**config.mk**
```make
export PLATFORM = sky130hd
export DESIGN_NAME = mesh_term_rx
export DESIGN_NICKNAME = d
export VERILOG_FILES = /design/src/rtl/mesh_term_rx.sv
export SDC_FILE = /design/constraint.sdc
export NUM_CORES = 1
export LEC_CHECK = 0
export ABC_AREA = 0
export CORE_MARGIN = 3
export CORE_UTILIZATION = 50
export CTS_BUF_LIST = sky130_fd_sc_hd__clkbuf_8 sky130_fd_sc_hd__clkbuf_16
export CTS_CLUSTER_DIAMETER = 120
export DETAILED_ROUTE_END_ITERATION = 8
export GPL_ROUTABILITY_DRIVEN = 0
export PLACE_DENSITY = 0.75
export SYNTH_ARGS = -nofsm -noshare
export SYNTH_HDL_FRONTEND = slang
export SYNTH_SLANG_ARGS = --single-unit
```
**constraint.sdc**
```tcl
create_clock -name clk -period 8.2 [get_ports clk]
set_input_delay 2.46 -clock clk [delete_from_list [all_inputs] [get_ports clk]]
set_output_delay 2.46 -clock clk [all_outputs]
set_load 0.01 [all_outputs]
```
**src/rtl/mesh_term_rx.sv**
```systemverilog
// mesh_term_rx -- terminal sink for one output port of the 4x4 mesh router.
//
// Drains the router output FIFO via pndng/data_out/pop. Each word's target
// {row,col} is compared with this terminal's {ROW_ID,COL_ID} or the
// broadcast ID. Matching words go into a local FIFO for a local consumer.
// Misrouted words are dropped and counted in a saturating error counter.
//
// Ports:
//   clk       in   rising-edge clock
//   reset     in   asynchronous, active-high reset
//   pndng     in   router output FIFO non-empty
//   data_out  in   router output FIFO head word [pck_sz]
//   pop       out  one-cycle pulse that consumes the router head word
//   rd_en     in   local consumer read request
//   rd_data   out  registered head of the local FIFO [pck_sz]
//   rd_valid  out  local FIFO non-empty
//   full      out  local FIFO full
//   err_cnt   out  dropped misrouted packets, saturating [16]
//
// Optional feature (macro RX_STATS_EN):
//   rx_cnt     out  accepted packet count, wraps [32]
//   bcast_seen out  sticky flag, set on the first accepted broadcast
//
// Pop timing: IDLE -> POP -> SETTLE -> IDLE. The SETTLE cycle gives the router
// time to update pndng/data_out. At most one packet is accepted every 3 cycles.
module mesh_term_rx #(
  parameter int         pck_sz     = 41,
  parameter int         fifo_depth = 4,
  parameter logic [3:0] ROW_ID     = 4'd0,
  parameter logic [3:0] COL_ID     = 4'd0,
  parameter logic [7:0] broadcast  = 8'hFF
) (
  input  logic              clk,
  input  logic              reset,
  input  logic              pndng,
  input  logic [pck_sz-1:0] data_out,
  output logic              pop,
  input  logic              rd_en,
  output logic [pck_sz-1:0] rd_data,
  output logic              rd_valid,
  output logic              full,
  output logic [15:0]       err_cnt
`ifdef RX_STATS_EN
  ,
  output logic [31:0]       rx_cnt,
  output logic              bcast_seen
`endif
);

  localparam int AW = $clog2(fifo_depth);
  localparam int CW = AW + 1;
  localparam logic [CW-1:0] DEPTH_C = CW'(fifo_depth);

  typedef enum logic [1:0] {
    IDLE   = 2'd0,
    POP    = 2'd1,
    SETTLE = 2'd2
  } state_t;

  state_t            state_r, state_nxt_s;
  logic [pck_sz-1:0] mem_r [fifo_depth];
  logic [AW-1:0]     wr_ptr_r, rd_ptr_r, rd_ptr_nxt_s;
  logic [CW-1:0]     count_r, count_nxt_s, count_after_rd_s;
  logic [pck_sz-1:0] rd_data_r, head_nxt_s;
  logic [15:0]       err_cnt_r;
  logic [7:0]        addr_s;
  logic              pop_r, rd_valid_r, full_r;
  logic              rd_s, wr_s, err_s, match_s, bcast_s;

  // Address decode and FIFO read/write qualification.
  always_comb begin
    addr_s  = data_out[pck_sz-9:pck_sz-16];
    bcast_s = (addr_s == broadcast);
    match_s = (addr_s == {ROW_ID, COL_ID}) || bcast_s;
    rd_s    = rd_en && (count_r != {CW{1'b0}});
    wr_s    = (state_r == POP) && match_s;
    err_s   = (state_r == POP) && !match_s;
    count_after_rd_s = count_r - {{(CW-1){1'b0}}, rd_s};
  end

  // Next-state logic for the pop handshake FSM.
  always_comb begin
    state_nxt_s = state_r;
    case (state_r)
      IDLE: begin
        // The slot freed by a read on this same edge counts as free.
        if (pndng && (count_after_rd_s < DEPTH_C)) begin
          state_nxt_s = POP;
        end else begin
          state_nxt_s = IDLE;
        end
      end
      POP:     state_nxt_s = SETTLE;
      SETTLE:  state_nxt_s = IDLE;
      default: state_nxt_s = IDLE;
    endcase
  end

  // Next FIFO occupancy, read pointer and registered head value.
  always_comb begin
    case ({wr_s, rd_s})
      2'b10:   count_nxt_s = count_r + {{(CW-1){1'b0}}, 1'b1};
      2'b01:   count_nxt_s = count_r - {{(CW-1){1'b0}}, 1'b1};
      default: count_nxt_s = count_r;
    endcase
    if (rd_s) begin
      rd_ptr_nxt_s = rd_ptr_r + AW'(1'b1);
    end else begin
      rd_ptr_nxt_s = rd_ptr_r;
    end
    // The slot written on this edge is not in mem_r yet. Bypass it when it
    // becomes the new head.
    if (wr_s && (rd_ptr_nxt_s == wr_ptr_r)) begin
      head_nxt_s = data_out;
    end else begin
      head_nxt_s = mem_r[rd_ptr_nxt_s];
    end
  end

  // FSM state, pop pulse, FIFO control and error counter.
  always_ff @(posedge clk or posedge reset) begin
    if (reset) begin
      state_r    <= IDLE;
      pop_r      <= 1'b0;
      wr_ptr_r   <= {AW{1'b0}};
      rd_ptr_r   <= {AW{1'b0}};
      count_r    <= {CW{1'b0}};
      rd_valid_r <= 1'b0;
      full_r     <= 1'b0;
      rd_data_r  <= {pck_sz{1'b0}};
      err_cnt_r  <= 16'd0;
    end else begin
      state_r    <= state_nxt_s;
      pop_r      <= (state_nxt_s == POP);
      rd_ptr_r   <= rd_ptr_nxt_s;
      count_r    <= count_nxt_s;
      rd_valid_r <= (count_nxt_s != {CW{1'b0}});
      full_r     <= (count_nxt_s == DEPTH_C);
      if (wr_s) begin
        wr_ptr_r <= wr_ptr_r + AW'(1'b1);
      end
      if (count_nxt_s != {CW{1'b0}}) begin
        rd_data_r <= head_nxt_s;
      end
      if (err_s && (err_cnt_r != 16'hFFFF)) begin
        err_cnt_r <= err_cnt_r + 16'd1;
      end
    end
  end

  // Local FIFO storage. It needs no reset because the count gates every read.
  always_ff @(posedge clk) begin
    if (wr_s) begin
      mem_r[wr_ptr_r] <= data_out;
    end
  end

`ifdef RX_STATS_EN
  logic [31:0] rx_cnt_r;
  logic        bcast_seen_r;

  // Accepted-packet counter and the sticky broadcast flag.
  always_ff @(posedge clk or posedge reset) begin
    if (reset) begin
      rx_cnt_r     <= 32'd0;
      bcast_seen_r <= 1'b0;
    end else begin
      if (wr_s) begin
        rx_cnt_r <= rx_cnt_r + 32'd1;
      end
      if (wr_s && bcast_s) begin
        bcast_seen_r <= 1'b1;
      end
    end
  end

  assign rx_cnt     = rx_cnt_r;
  assign bcast_seen = bcast_seen_r;
`endif

  assign pop      = pop_r;
  assign rd_data  = rd_data_r;
  assign rd_valid = rd_valid_r;
  assign full     = full_r;
  assign err_cnt  = err_cnt_r;

endmodule

```
**Word-level counts from Yosys, hierarchy flattened**

Memory sizes are Yosys's and may differ from the RTL's. A register that Yosys moved wholly into a read port is not among the register bits.
Cells that the tools add are included.

- Word-level logic and storage cells: 40
- RAM bits: 164
- Register bits after elaboration: 28
- Memories: 1

- Equality and inequality tests: 7
- Mux-type cells: 6
- $add $sub $neg: 6
- $lt $le $gt $ge: 1
- Reductions and logical operators: 11

Memory list:

| memory | depth | bits a word | read ports | clocked after memory_dff | wr ports | RTL line | source |
|---|---|---|---|---|---|---|---|
| mem_r | 4 | 41 | 1 | 1 | 1 | 61 | `logic [pck_sz-1:0] mem_r [fifo_depth];` |

Operators by type and width:

| kind | count |
|---|---|
| $add 16x1->16 const B | 1 |
| $ne 16x16->1 const B | 1 |
| $eq 8x8->1 const B | 1 |
| $logic_not 8->1 | 1 |
| $eq 2x1->1 const B | 3 |
| $pmux 3 s2 | 1 |
| $reduce_bool 3->1 | 2 |
| $logic_and 1x1->1 | 5 |
| $add 2x1->2 const B | 2 |
| $pmux 2 s2 | 1 |
| $add 3x1->3 const B | 1 |
| $eq 3x3->1 const B | 1 |
| $lt 3x3->1 const B | 1 |
| $mux 1 | 3 |
| $sub 3x1->3 | 1 |
| $sub 3x1->3 const B | 1 |
| $eq 2x2->1 const B | 1 |
| $logic_not 2->1 | 1 |
| $mux 2 | 1 |
| $logic_not 1->1 | 1 |
| $logic_or 1x1->1 | 1 |

**Depth between registers and ports, before layout**

- Depth in word-level cells: 8
- Depth in mapped cells: 14

**Worst setup path after synthesis**

Ideal clock, no wire load.

- Kind: input to register
- Start: in data_out[32]
- End: reg rd_data_r[10] (netlist: rd_data[10]) (read register of mem_r)
- Data arrival time: 5042 ps
- Slack: 3076 ps
- Stages on the path: 14
- Cell sequence: nand4_1 -> or2_2 -> a21boi_2 -> inv_1 -> ha_1 -> fa_1 -> xnor2_1 -> nor2_1 -> xnor2_1 -> nand2b_1 -> clkbuf_1 -> clkbuf_1 -> nor2_1 -> a31oi_1

- Cells in the longest elaborated chain, start to end: 6
- Elaborated cells between the ends (all ways): 8

RTL lines:

| element | RTL line | source |
|---|---|---|
| from (decl) | 36 | `input logic [pck_sz-1:0] data_out,` |
| $eq 8x8->1 / $logic_not 8->1 (equally long branches) | 73, 74 |  |
| $logic_or 1x1->1 * | 74 | `match_s = (addr_s == {ROW_ID, COL_ID}) \|\| bcast_s;` |
| $logic_and 1x1->1 * | 76 | `wr_s = (state_r == POP) && match_s;` |
| $eq 2x1->1 / $eq 2x2->1 (equally long branches) | 101 | `case ({wr_s, rd_s})` |
| $pmux 3 s2 * | 101 |  |
| $reduce_bool 3->1 * | 142 | `if (count_nxt_s != {CW{1'b0}}) begin` |
| to (decl) | 64 | `logic [pck_sz-1:0] rd_data_r, head_nxt_s;` |

Mark *: on every way between the ends. The rest lies on a longest branch, timed or not.
A chain may end at the register's enable or synchronous reset.

**Worst setup path after layout**

- Start: in data_out[25]
- End: reg rd_data_r[38] (netlist: rd_data[38]) (read register of mem_r)

Same word-level chain as after synthesis.

==> impl_metrics.ini <==
[global_routing]
grt.overflow.total = 0
grt_max_degree = 125
grt_pass1_wl_um = 38600
grtUsageTotal_pct = 21.40
antenna_found_initial = 0
grt_pass1_vias = 7531

[outcome]
run_status = finished clean

[floorplanning]
start_util_pct = 51.12
fp-row-count = 52
dieArea_um2 = 22590
io_pins = 105
die_h_um = 150.3
core_area_um2 = 20360
fp.dieW_um = 150.3

[setup_path]
arrival_ns = 6.56
crit_path_end_kind = flip-flop
path_buf_inv = 3
startpoint_type = input port
max_stage_delay_ns = 0.67
worstSetupPathType = input port to flip-flop
critical-path-slowest-cell = clkdlybuf4s50_1
crit_family = simple AND/OR/NAND/NOR gates
cp_data_required_time_ns = 8.58
crit_chain = clkdlybuf4s50_1 > nand4_1 > or2_2 > a21boi_2 > inv_1 > ha_1 > fa_1 > xnor2_1 > nor2_1 > xnor2_1 > nand2b_2 > buf_4 > nor2_1 > a31oi_1
cp_max_fo = 55

[logic_synthesis]
synth_nets = 899
synth_common_cells = edfxtp_1 (164), o21ai_0 (71), dfrtp_1 (69)
synth_top_area_share_pct = 47.30
synth_edf_count = 164
yosysUniqueCellTypes = 42
synth_top_area_cell = edfxtp_1
avgSynthCellArea_um2 = 12.29
synth_top_flop_cell = edfxtp_1
synth_most_common_cell = edfxtp_1
synth_seq_cells = 233
postSynth.asyncResetShare_pct = 29.61
ys_warn_count = 0
synth-seq-area-share_pct = 63.89
syn_inst = 847
syn_area_um2 = 10410
synth_area_leaders = edfxtp_1 (47%), dfrtp_1 (17%), mux2_2 (4.7%)

[pwr]
power.share.switching_pct = 33.77
seqPwrFrac_pct = 38.7
ir_worst_vdd_uv = 232.5
p_leak_nw = 4.170
p_int_mw = 2.721
pwr-share-clk_pct = 25.1
p_comb_share_pct = 36.2
post-layout-total-power_mw = 4.109
power.switching_mw = 1.388
p_per_area_nw_per_um2 = 332.3

[timing]
tightest_slew_ns = 1.156
rsz0062_at_grt = false
period_needed_ns = 6.179
hold_violations = 0
setup_viol = 0
max-slew-margin-rel_pct = 22.93
skew_ns = 0.009146
slew_violations = 0
fmax_mhz = 161.8
hold_slack_ns = 0.4865
setup_tns_ns = 0
min_period_over_period_pct = 75.36

[placement]
numPortBuffers = 104
dpl.hpwl_um = 13410

[finish]
fillCellCount = 1626
area_growth_pct = 18.77
final_nets = 970
fin_util_pct = 60.72
antenna_cells = 0
drive_gt1_share_pct = 11.43

[cts]
cts-root-buf = clkbuf_16
cts_resized = 0
cts_tree = yes
htreeDepth = 1
cts.reportedPaths.clkPinSlew_ns = 0.06
cts_sinks = 233
post_cts_buffers = 0
cts_buffer_depth = 3
clkLatencyLatePin_ns = 0.51
numCtsBuffers = 25
cts-hold-fix-buffers = 0

[route]
routed_wl_um = 24350
drcViolationCount = 0
via_per_inst = 6.158
drt_pass1_iterations = 5
dr.first_iter.drc_count = 584
ant_nets = 0
vias = 7426
routedWlPerCell_um = 20.19

[hold_path]
hp-class = flip-flop to flip-flop

[run]
drv_cap = 0
==> final cells by class <==
class	instances	area [um^2]	area share (%)
Clock inverter	14	57.56	0.4654
Sequential cell	233	6656	53.83
Multi-Input combinational cell	537	3458	27.97
Tap cell	270	337.8	2.732
Timing Repair Buffer	115	1124	9.086
Clock buffer	31	708.2	5.727
Inverter	6	23.77	0.1922
==> registers in the layout, summed over array words and instances (netlist names) <==
name / flops
count_r: 3
err_cnt: 16
full: 1
mem_r: 164
pop: 1
rd_data: 41
rd_ptr_r: 2
rd_valid: 1
state_r: 2
wr_ptr_r: 2
==> metal layers <==
metal	share of wire [%]	track usage (%)
met1	41	27.74
met2	51	37.34
met3	6.2	3.040
met4	2.0	6.816
met5	0	0
==> logic make-up (layout without fill, tap and decap cells) <==
kind of cell / count (synthesis) / in the layout / share of synthesized area [%]
flops: 233 / 233 / 63.89
mux: 43 / 43 / 4.651
fa+ha+maj: 7 / 7 / 0.9133
simple gates: 250 / 250 / 12.47
xor+xnor: 21 / 21 / 1.767
compound gates: 216 / 216 / 13.21
buf+inv: 77 / 166 / 3.101
==> final timing paths <==
path | from | to | slack, ns | depth (start not counted)
worst max register to register | state_r[1]$_DFF_PP0_ | rd_data[38]$_DFFE_PP0P_ | 4.41 | 12
max in group asynchronous | reset | rd_ptr_r[0]$_DFF_PP0_ | 4.92 | 3
min in group asynchronous | reset | pop$_DFF_PP0_ | 2.57 | 3
worst max-delay path | data_out[25] | rd_data[38]$_DFFE_PP0P_ | 2.02 | 14
worst min register to register | state_r[1]$_DFF_PP0_ | state_r[1]$_DFF_PP0_ | 0.49 | 1
worst min-delay path | state_r[1]$_DFF_PP0_ | state_r[1]$_DFF_PP0_ | 0.49 | 1
==> power groups by stage <==
| stage | Sequential [mW] | Clock, mW | Combinational [mW] |
|---|---|---|---|
| global placement | 1.61 | 0 | 1.43 |
| floorplan | 1.59 | 0 | 0.982 |
| finish | 1.59 | 1.03 | 1.49 |
| CTS | 1.59 | 1.05 | 1.49 |
| detailed placement | 1.61 | 0 | 1.48 |
| global route | 1.61 | 1.10 | 1.65 |
==> placed cells by master (no fill, tap or decap), drive strengths merged, types with 3 or more instances in the layout <==
| cell type | count |
|---|---|
| nand3 | 48 |
| o221ai | 41 |
| nor3 | 44 |
| o22ai | 41 |
| clkdlybuf4s50 | 104 |
| buf | 11 |
| mux2 | 43 |
| clkinv | 3 |
| edfxtp | 164 |
| and3 | 3 |
| dfrtp | 69 |
| nor2 | 47 |
| and4 | 4 |
| nand2 | 43 |
| inv | 16 |
| nand4 | 6 |
| o21ai | 84 |
| and2 | 4 |
| clkbuf | 31 |
| xnor2 | 19 |
| a21oi | 11 |
| a31oi | 33 |
| ha | 6 |
| nand2b | 3 |
| nor3b | 42 |
==> per-stage QoR <==
stage	cell area, um^2	setup slack (ns)	cells
after detailed placement	11600	1.500	1161
after CTS	12370	2.007	1206
after floorplan	10410	3.076	847
final	12370	2.021	1206
after global placement	11600	1.659	1161
after global routing	12370	1.615	1206
(Power assumes the default switching activity.)
